**config.mk**
```make
export PLATFORM = sky130hd
export DESIGN_NAME = program_loader_flat
export DESIGN_NICKNAME = d
export VERILOG_FILES = /design/src/rtl/program_loader_pkg.sv /design/src/rtl/program_loader_if.sv /design/src/rtl/program_loader.sv /design/src/flat_wrapper.sv
export SDC_FILE = /design/constraint.sdc
export NUM_CORES = 1
export LEC_CHECK = 0
export BUFFER_PORTS_ARGS = -buffer_cell sky130_fd_sc_hd__buf_2
export CORE_ASPECT_RATIO = 0.9
export CORE_MARGIN = 1.5
export CORE_UTILIZATION = 55
export CTS_BUF_LIST = sky130_fd_sc_hd__clkbuf_4 sky130_fd_sc_hd__clkbuf_8
export CTS_CLUSTER_SIZE = 8
export DETAILED_ROUTE_END_ITERATION = 10
export MAX_ROUTING_LAYER = met4
export PLACE_DENSITY = 0.81
export SYNTH_ARGS = -nofsm -noshare
export SYNTH_HDL_FRONTEND = slang
export SYNTH_SLANG_ARGS = --single-unit
```
**constraint.sdc**
```tcl
create_clock -name clk -period 2.8 [get_ports clk]
set_input_delay 0.28 -clock clk [delete_from_list [all_inputs] [get_ports clk]]
set_output_delay 0.28 -clock clk [all_outputs]
set_load 0.05 [all_outputs]
```
**src/rtl/program_loader_pkg.sv**
```systemverilog
// Shared constants and state encoding for the instruction-memory loader and
// the fetch/halt-detect path, so both agree on the end-of-program marker.
package program_loader_pkg;

  localparam int          PL_ADDR_W    = 8;
  localparam logic [31:0] PL_HALT_WORD = 32'hFC00_0000;

  typedef enum logic [1:0] {
    ST_LOAD  = 2'd0,
    ST_WRITE = 2'd1,
    ST_DONE  = 2'd2,
    ST_ERR   = 2'd3
  } loader_state_e;

endpackage

```
**src/rtl/program_loader_if.sv**
```systemverilog
// Host byte stream plus instruction-memory write port seen by the loader.
interface program_loader_if
  import program_loader_pkg::*;
#(
  parameter int ADDR_W = PL_ADDR_W
);

  // Byte stream: a byte moves on a rising edge where in_valid && in_ready.
  // The source keeps in_data stable and in_valid high until that edge;
  // in_valid without in_ready consumes nothing.
  logic [7:0]        in_data;
  logic              in_valid;
  logic              in_ready;

  logic              mem_we;
  logic [ADDR_W-1:0] mem_addr;
  logic [31:0]       mem_wdata;

  modport master (
    output in_data, in_valid,
    input  in_ready, mem_we, mem_addr, mem_wdata
  );

  modport slave (
    input  in_data, in_valid,
    output in_ready, mem_we, mem_addr, mem_wdata
  );

endinterface

```
**src/rtl/program_loader.sv**
```systemverilog
// Packs a big-endian byte stream into 32-bit words and writes them to
// consecutive instruction addresses; releases the CPU once the halt word lands.
module program_loader
  import program_loader_pkg::*;
#(
  parameter int          ADDR_W    = PL_ADDR_W,
  parameter int          DEPTH     = 256,
  parameter logic [31:0] HALT_WORD = PL_HALT_WORD
) (
  input  logic          clk,
  input  logic          rst,
  program_loader_if.slave bus,
  output logic          cpu_rst,
  output logic          done,
  output logic          err,
  output loader_state_e state_dbg
);

  loader_state_e     state_q, state_d;
  logic [1:0]        cnt_q, cnt_d;
  logic [ADDR_W-1:0] addr_q, addr_d;
  logic [31:0]       word_q, word_d;
  logic [ADDR_W-1:0] maddr_q, maddr_d;
  logic [31:0]       mdata_q, mdata_d;
  logic              ready;
  logic              xfer;

  assign ready = (state_q == ST_LOAD) && !rst;
  assign xfer  = ready && bus.in_valid;

  always_comb begin
    state_d = state_q;
    cnt_d   = cnt_q;
    addr_d  = addr_q;
    word_d  = word_q;
    maddr_d = maddr_q;
    mdata_d = mdata_q;
    unique case (state_q)
      ST_LOAD: begin
        if (xfer) begin
          word_d = {word_q[23:0], bus.in_data};
          cnt_d  = cnt_q + 2'd1;
          // Latch the write port on the 4th byte so it holds after WRITE.
          if (cnt_q == 2'd3) begin
            state_d = ST_WRITE;
            maddr_d = addr_q;
            mdata_d = word_d;
          end
        end
      end
      ST_WRITE: begin
        if (word_q == HALT_WORD) begin
          state_d = ST_DONE;
        end else if (addr_q == ADDR_W'(DEPTH - 1)) begin
          state_d = ST_ERR;
        end else begin
          addr_d  = addr_q + ADDR_W'(1);
          state_d = ST_LOAD;
        end
      end
      default: ;
    endcase
  end

  always_ff @(posedge clk or posedge rst) begin
    if (rst) begin
      state_q <= ST_LOAD;
      cnt_q   <= '0;
      addr_q  <= '0;
      word_q  <= '0;
      maddr_q <= '0;
      mdata_q <= '0;
    end else begin
      state_q <= state_d;
      cnt_q   <= cnt_d;
      addr_q  <= addr_d;
      word_q  <= word_d;
      maddr_q <= maddr_d;
      mdata_q <= mdata_d;
    end
  end

  assign bus.in_ready  = ready;
  assign bus.mem_we    = (state_q == ST_WRITE);
  assign bus.mem_addr  = maddr_q;
  assign bus.mem_wdata = mdata_q;
  assign done          = (state_q == ST_DONE);
  assign err           = (state_q == ST_ERR);
  assign cpu_rst       = (state_q != ST_DONE);
  assign state_dbg     = state_q;

endmodule
```
**src/flat_wrapper.sv**
```systemverilog
// flat-port wrapper written by rule: the top's interface ports become plain ports
module program_loader_flat import program_loader_pkg::*;
#(
  parameter int          ADDR_W    = PL_ADDR_W,
  parameter int          DEPTH     = 256,
  parameter logic [31:0] HALT_WORD = PL_HALT_WORD
)
  (clk, rst, cpu_rst, done, err, state_dbg, bus_in_data, bus_in_valid, bus_in_ready, bus_mem_we, bus_mem_addr, bus_mem_wdata);
  program_loader_if #(.ADDR_W(ADDR_W)) bus_i ();
  input  logic clk;
  input  logic rst;
  output logic cpu_rst;
  output logic done;
  output logic err;
  output loader_state_e state_dbg;
  input wire logic [$bits(bus_i.in_data)-1:0] bus_in_data;
  input wire logic [$bits(bus_i.in_valid)-1:0] bus_in_valid;
  output wire logic [$bits(bus_i.in_ready)-1:0] bus_in_ready;
  output wire logic [$bits(bus_i.mem_we)-1:0] bus_mem_we;
  output wire logic [$bits(bus_i.mem_addr)-1:0] bus_mem_addr;
  output wire logic [$bits(bus_i.mem_wdata)-1:0] bus_mem_wdata;
  assign bus_i.in_data = bus_in_data;
  assign bus_i.in_valid = bus_in_valid;
  assign bus_in_ready = bus_i.in_ready;
  assign bus_mem_we = bus_i.mem_we;
  assign bus_mem_addr = bus_i.mem_addr;
  assign bus_mem_wdata = bus_i.mem_wdata;
  program_loader #(.ADDR_W(ADDR_W), .DEPTH(DEPTH), .HALT_WORD(HALT_WORD)) u_core (.clk(clk), .rst(rst), .bus(bus_i), .cpu_rst(cpu_rst), .done(done), .err(err), .state_dbg(state_dbg));
endmodule
```
# [After elaboration in Yosys (flattened, before gate mapping)]
# Index checks and enable logic that the tools add are counted.
[word_totals] output_inout_bits=47 ram_bits=0 latchBits=0 register_bits=84 wordCells=33 in_bits=11 mem_count=0 romBits=0
[op_classes] n_bitwise=2 mul=0 reduce_logical=9 n_shift=0 eq_ne=9 div=0 addsub=2 order_cmp=0 mux=5
[op_table] operator="== test 32 bit (second input constant)" n=1
[op_table] operator="AND reduction 3 bit" n=3
[op_table] operator="adder 8 x 1 -> 8 bit (second input constant)" n=1
[op_table] operator="== test 8 bit (second input constant)" n=1
[op_table] operator="2-to-1 mux 2 bit" n=4
[op_table] operator="== test 2 bit (second input constant)" n=3
[op_table] operator="inequality test 2 bit (second input constant)" n=2
[op_table] operator="case mux 2 bit (2 select lines)" n=1
[op_table] operator="adder 2 x 1 -> 2 bit (second input constant)" n=1
[op_table] operator="== test 2 x 1 -> 1 bit (second input constant)" n=1
[op_table] operator="logical AND 1 bit" n=2
[op_table] operator="zero test 2 bit" n=1
[op_table] operator="inequality test 2 x 1 -> 1 bit (second input constant)" n=1
[op_table] operator="NOT 1 bit" n=2
[op_table] operator="AND reduction 2 bit" n=1
[op_table] operator="nonzero test 2 bit" n=1
[op_table] operator="zero test 1 bit" n=1

# [Depth between registers and ports, before layout]
# Gate-level depths: netlist (run 1).
[logic_depth] word_depth=5 depth_mapped=6 depth_no_buf=5

# [Worst setup path after synthesis (run 1)]
# OpenSTA, ideal clock, no wires.
[synth_timing] kind="reg-to-reg" start="register u_core.state_q[0] (netlist: u_core.state_dbg[0])" end="register u_core.word_q[0]" t_arrival_ps=2767 setup_slack_ps=-92 stages_incl_launch_ff=6 period_less_slack_ps=2892 setup_ps=125 required_ps=2675 path_cell_list="dfrtp_1 -> nor3_1 -> and2_1 -> buf_2 -> buf_2 -> mux2_2"
[synth_between] elab_chain_len=4
[synth_lines] item="start, declared" line_no="program_loader.sv:19" text="loader_state_e state_q, state_d;"
[synth_lines] item="start signal, assigned" line_no="program_loader.sv:74" text="state_q <= state_d;"
[synth_lines] item="zero test 2 bit" line_no="program_loader.sv:28" text="assign ready = (state_q == ST_LOAD) && !rst;"
[synth_lines] item="logical AND 1 bit" line_no="program_loader.sv:28"
[synth_lines] item="named net bus_in_ready" line_no="flat_wrapper.sv:18" text="output wire logic [$bits(bus_i.in_ready)-1:0] bus_in_ready;"
[synth_lines] item="logical AND 1 bit" line_no="program_loader.sv:29" text="assign xfer = ready && bus.in_valid;"
[synth_lines] item="AND reduction 2 bit (no line)"
[synth_lines] item="end signal, assigned" line_no="program_loader.sv:77" text="word_q <= word_d;"
[synth_lines] item="end, declared" line_no="program_loader.sv:22" text="logic [31:0] word_q, word_d;"
# The timed path passes the listed nets, and every way through them passes these cells.
# A chain may end at the register's enable or synchronous reset.

# [Worst setup path after layout (run 1)]
[layout_timing] start="register u_core.word_q[1]" end="register u_core.addr_q[7]"
[layout_between] elab_chain_len=3
[layout_lines] item="== test 32 bit" line_no="program_loader.sv:52" text="if (word_q == HALT_WORD) begin"
[layout_lines] item="NOT 1 bit (no line)"
[layout_lines] item="AND reduction 3 bit (no line)"
[layout_lines] item="end signal, assigned" line_no="program_loader.sv:76" text="addr_q <= addr_d;"
[layout_lines] item="end, declared" line_no="program_loader.sv:21" text="logic [ADDR_W-1:0] addr_q, addr_d;"
# Every way passes these cells.

==> flow_metrics.env, run 1 <==
export IMPL_ys_types=28
export IMPL_yosysSeqAreaShare=0.628
export IMPL_die_h_um=77.0
export IMPL_final_area_um2=3940
export IMPL_hold_viol=0
export IMPL_clk_latency_ps=350
export IMPL_fin_nets=294
export IMPL_vias=2010
export IMPL_synth_top_area_cell="dfrtp_1"
export IMPL_initial_core_util=0.578
export IMPL_finalCritPeriodShare=0.718
export IMPL_crit_fanout=9
export IMPL_ios=58
export IMPL_relSlewSlack=0.545
export IMPL_worstMarginPinSlew_ps=682
export IMPL_path_class="reg -> reg"
export IMPL_rsz0062_at_grt="false"
export IMPL_period_needed_ps=2010
export IMPL_cts_root_buffer="clkbuf_8"
export IMPL_post_cts_resized=0
export IMPL_slowest_delay_ps=500
export IMPL_timing_fmax_mhz=497
export IMPL_cp_required_ps=3030
export IMPL_hold_class="in -> async"
export IMPL_drtAntennaViolNets=0
export IMPL_outcome="complete, but fails checks"
export IMPL_first_pass_iters=7
export IMPL_worst_slack_ps=789
export IMPL_crit_path_end_kind="register"
export IMPL_first_global_vias=2037
export IMPL_cts_clk_slew_worst_paths_ps=80
export IMPL_synth_edf_count=0
export IMPL_synth_most_common_cell="dfrtp_1"
export IMPL_synthTopCellsByArea="dfrtp_1, mux2_2, xnor2_1, nand4_1, buf_2"
export IMPL_track_usage=0.211
export IMPL_grt_pass1_wl_mm=10.2
export IMPL_syn_inst=219
export IMPL_finalSetupViolations=0
export IMPL_path_buf_inv=0
export IMPL_drc=5
export IMPL_power_density_nw_per_um2=1310
export IMPL_postCtsSetupRepairBufs=0
export IMPL_r2r_start="u_core.word_q[1]"
export IMPL_vdd_ir_drop_max_mv=0.903
export IMPL_syn_num_nets=232
export IMPL_finalClockSkew_ps=9.47
export IMPL_dieWidth_um=85.3
export IMPL_netlist_top_cells_count="dfrtp_1, mux2_2, buf_2"
export IMPL_dp_cells=340
export IMPL_via_per_inst=5.65
export IMPL_fill_cells=425
export IMPL_p_leak_nw=1.87
export IMPL_synth_async_reset_ratio=1.00
export IMPL_syn_area_per_cell_um2=15.3
export IMPL_port_buffers=57
export IMPL_cts_htree_levels=3
export IMPL_total_power_mw=5.17
export IMPL_cp_slowest_cell="or4_4"
export IMPL_cpMostUsedCell="nand4_1"
export IMPL_ys_dominant_reg_cell="dfrtp_1"
export IMPL_dieArea_um2=6570
export IMPL_drive_gt1_frac=0.545
export IMPL_wire_per_inst_um=16.7
export IMPL_cts_tree="yes"
export IMPL_gp_congestion=0.761
export IMPL_dp_slack_ps=814
export IMPL_maxCapViolations=0
export IMPL_n_antenna_cell=0
export IMPL_tns_ps=0
export IMPL_slew_viol_final=0
export IMPL_grt_ovfl_total=0
export IMPL_synth_seq_cells=84
export IMPL_syn_area_um2=3350
export IMPL_ctsHoldBuffers=0
export IMPL_numCtsBuffers=9
export IMPL_critPathArrivalTime_ps=2240
export IMPL_hpwl_mm=3.96
export IMPL_wirelength_mm=5.94
export IMPL_path_delay_family="simple AND/OR/NAND/NOR gates"
export IMPL_r2r_slack_ps=790
export IMPL_ys_warn_count=0
export IMPL_synth_top_area_share=0.628
export IMPL_r2r_cells=5
export IMPL_coreArea_um2=5790
export IMPL_start_kind="register"
export IMPL_clk_path_buf_depth=2
export IMPL_r2r_end="u_core.addr_q[7]"
export IMPL_path_cells="nor4_1 > nand4_1 > or4_4 > nand4_1 > mux2_1"
export IMPL_violations="design-rule violations"
export IMPL_fin_cells=356
export IMPL_clkSinkCount=84
export IMPL_antenna_found_initial=0
export IMPL_dr_first_iter_drc_count=100
export IMPL_num_rows=26
export IMPL_grt_start_max_net_pins=47
export IMPL_area_growth_pct=17.7
export IMPL_place_area_um2=3720
-- cells in the final DEF, fill, tap and decap left out, types with 2 or more instances in the layout --
cell type and instances:
dfrtp_1 84, clkinv_4 2, nor4_1 4, a21oi_1 2, nand4b_1 2, nand4_1 7, and2_1 2, bufinv_16 2
nand2b_1 2, and3_1 3, mux2_2 73, nand2_1 5, nor4_2 2, xnor2_1 6, nand3_1 2, clkinv_2 3
buf_4 3, ha_1 2, mux2_1 2, buf_2 57, clkbuf_8 10
-- metrics by stage --
stage / hold WS [ps] / utilization
2_1_floorplan: 431 / -
3_3_place_gp: 410 / 0.642
3_5_place_dp: 416 / 0.642
4_1_cts: 30.6 / 0.681
5_1_grt: 60.7 / 0.681
6_report: 18.2 / 0.681
-- cells by family (layout without fill, tap and decap cells) --
family / after synthesis / in the layout / share of synthesized area
muxes: 75 / 75 / 0.252
buffers and inverters: 12 / 79 / 0.0187
DFF: 84 / 84 / 0.628
and+or+nand+nor: 36 / 36 / 0.0706
AOI/OAI and AO/OA: 3 / 3 / 0.00523
adders and majority gates: 2 / 2 / 0.00747
xor gates and xnor gates: 7 / 7 / 0.0183
-- per-layer routing --
metal | track usage | vias up | share of wire
li1 | - | 915 | -
met1 | 0.277 | 1023 | 0.44
met5 | - | - | 0
met3 | 0.0506 | 10 | 0.051
met4 | 0.0984 | 0 | 0.017
met2 | 0.313 | 62 | 0.49
-- state kept, by name, summed over array words and instances (netlist names) --
signal,cells
u_core.bus.mem_addr,8
u_core.cnt_q,2
u_core.addr_q,8
u_core.state_dbg,2
u_core.bus.mem_wdata,32
u_core.word_q,32
-- power breakdown --
group / total [mW] / internal [mW] / switching, mW
registers: 2.18 / 1.75 / 0.434
logic: 2.05 / 0.698 / 1.35
clock network: 0.941 / 0.526 / 0.415
-- area by class of cell --
cell class                 instances  area (µm²)  share of cell area
clock inverter                     6        87.6              0.0222
multi-input combinational        123        1190               0.302
clock buffer                      10         138              0.0349
tap                               70        87.6              0.0222
sequential                        84        2100               0.533
timing repair buffer              61         328              0.0832
inverter                           2        8.76             0.00222
-- worst max path at each step --
| stage | startpoint | endpoint | slack (ps) | cells after the start |
|---|---|---|---|---|
| after CTS | u_core.word_q[1] | u_core.addr_q[7] | 790 | 5 |
| after global placement | u_core.word_q[0] | u_core.addr_q[7] | 860 | 5 |
| after global routing | u_core.word_q[1] | u_core.addr_q[1] | 680 | 5 |
| after floorplan | rst | u_core.addr_q[0] | 350 | 1 |
| after detailed placement | u_core.word_q[1] | u_core.addr_q[7] | 810 | 5 |
| final | u_core.word_q[1] | u_core.addr_q[7] | 790 | 5 |
-- worst reg2reg max path, delay by kind of cell, from the launching register on --
kind / cells / cell delay (ps)
mux: 1 / 320
simple gates: 4 / 1150
flops: 1 / 420
Power figures use the tool's default switching activity.
==> run 2: changes to the inputs <==
CORE_UTILIZATION = 52   (was 55)
PLACE_DENSITY = 0.8   (was 0.81)
clock period = 1.75 ns   (was 2.8 ns; I/O delays follow)
==> run 2 against run 1 <==
  * Clock power up 45%
  * Maximum frequency increased by 3.4%
  * Clock skew down 0.55 ps
  * Sequential share of layout area shrank 5.0 points
  * Power increased by 72%
  * Register-to-register slack worse by 980 ps
  * Hold slack better by 37 ps
  * Sequential power up 54%
  * Combinational power is 100% higher
  * The flow finishes with violations (negative setup slack)
  * Setup slack got worse by 980 ps
  * Critical path type unchanged
  * Non-clock buffer count rose by 30
==> flow_metrics.env, run 2 (synthesized netlist as in run 1, its figures left out) <==
export IMPL_outcome="complete, but fails checks"
export IMPL_violations="negative setup slack"
export IMPL_dp_cells=386
export IMPL_clkSinkCount=84
export IMPL_timing_fmax_mhz=514
export IMPL_numCtsBuffers=9
export IMPL_multi_input_area_um2=1350
export IMPL_period_needed_ps=1940
export IMPL_ios=58
export IMPL_postCtsSetupRepairBufs=0
export IMPL_critPathArrivalTime_ps=2190
export IMPL_tns_ps=-802
export IMPL_die_h_um=79.1
export IMPL_final_common_cell="dfrtp_1"
export IMPL_hold_class="in -> reg"
export IMPL_crit_fanout=4
export IMPL_drc=0
export IMPL_power_density_nw_per_um2=2040
export IMPL_area_growth_pct=30.0
export IMPL_dr_first_iter_drc_count=101
export IMPL_cp_required_ps=2000
export IMPL_initial_core_util=0.542
export IMPL_dieWidth_um=87.6
export IMPL_fin_nets=324
export IMPL_final_util=0.705
export IMPL_seqCellArea_um2=2100
export IMPL_path_class="reg -> reg"
export IMPL_rsz0062_at_grt="true"
export IMPL_finalClockSkew_ps=8.92
export IMPL_dieArea_um2=6930
export IMPL_hpwl_mm=4.54
export IMPL_via_per_inst=5.21
export IMPL_total_power_mw=8.90
export IMPL_finalCritPeriodShare=1.11
export IMPL_worstMarginPinSlew_ps=432
export IMPL_port_buffers=57
export IMPL_start_kind="register"
export IMPL_cts_root_buffer="clkbuf_8"
export IMPL_final_cell_mix="dfrtp_1, buf_2, mux2_2"
export IMPL_num_rows=27
export IMPL_antenna_found_initial=0
export IMPL_drive_gt1_frac=0.611
export IMPL_coreArea_um2=6180
export IMPL_hold_viol=0
export IMPL_worst_slack_ps=-195
export IMPL_gp_congestion=0.797
export IMPL_crit_path_end_kind="register"
export IMPL_clk_latency_ps=360
export IMPL_first_pass_iters=5
export IMPL_finalSetupViolations=9
export IMPL_relSlewSlack=0.712
export IMPL_dp_slack_ps=-160
export IMPL_track_usage=0.217
export IMPL_fill_cells=421
export IMPL_grt_ovfl_total=0
export IMPL_grt_pass1_wl_mm=10.9
export IMPL_drtAntennaViolNets=0
export IMPL_first_global_vias=2169
export IMPL_slew_viol_final=0
export IMPL_cts_htree_levels=3
export IMPL_maxCapViolations=0
export IMPL_fin_cells=403
export IMPL_p_leak_nw=2.13
export IMPL_clk_path_buf_depth=2
export IMPL_cts_clk_slew_worst_paths_ps=90
export IMPL_grt_start_max_net_pins=85
export IMPL_vdd_ir_drop_max_mv=1.31
export IMPL_cts_tree="yes"
export IMPL_vias=2101
export IMPL_wirelength_mm=6.43
export IMPL_wire_per_inst_um=16.0
export IMPL_n_antenna_cell=0
## run 2: layout make-up
class,instances,share of cell area
clock buffer,10,0.0302
clock inverter,6,0.0149
inverter,2,0.00259
multi-input combinational,123,0.311
sequential,84,0.483
tap,87,0.0250
timing repair buffer,91,0.133
## run 2: report_power, final
| group | internal [mW] | switching, mW |
|---|---|---|
| Combinational | 1.72 | 2.47 |
| Clock | 0.675 | 0.689 |
| Sequential | 2.80 | 0.544 |
## run 2: critical path, stage by stage (launching register included)
cell,delay [ps]
dfrtp_1,390
nor4_2,290
nand2_1,80
or4_4,590
nand4_1,170
mux2_4,310
## run 2: what timing repair did
action / 4_1_cts / 5_1_grt
hold buffers: 1 / 0
endpoints found under the hold margin: 73 / 0
setup endpoints to repair: 9 / 57
resized for setup: 3 / 1
gates cloned: 0 / 0
pin swaps: 0 / 3
## run 2: metrics by stage
stage,hold WS (ps),instance area [µm²]
floorplan,323,3570
global placement,361,4130
detailed placement,378,4130
CTS,43.5,4350
global route,43.3,4360
finish,55.2,4360
## run 2: worst paths after layout
check	startpoint	end	slack [ps]	cells after the start
worst max register to register	u_core.word_q[9]	u_core.addr_q[7]	-190	5
worst min register to register	u_core.cnt_q[0]	u_core.cnt_q[0]	480	1
worst max-delay path	u_core.word_q[9]	u_core.addr_q[7]	-190	5
worst min-delay path	bus_in_data[6]	u_core.word_q[6]	60	2
min in group asynchronous	rst	u_core.cnt_q[0]	530	4
max in group asynchronous	rst	u_core.bus.mem_wdata[8]	880	4
## run 2: layer usage
layer  global-route usage  up-vias  part of all wire
li1                     -      971                 -
met3               0.0613       11             0.050
met4               0.0778        0             0.017
met2                0.325       47              0.48
met5                    -        -                 0
met1                0.284     1072              0.45
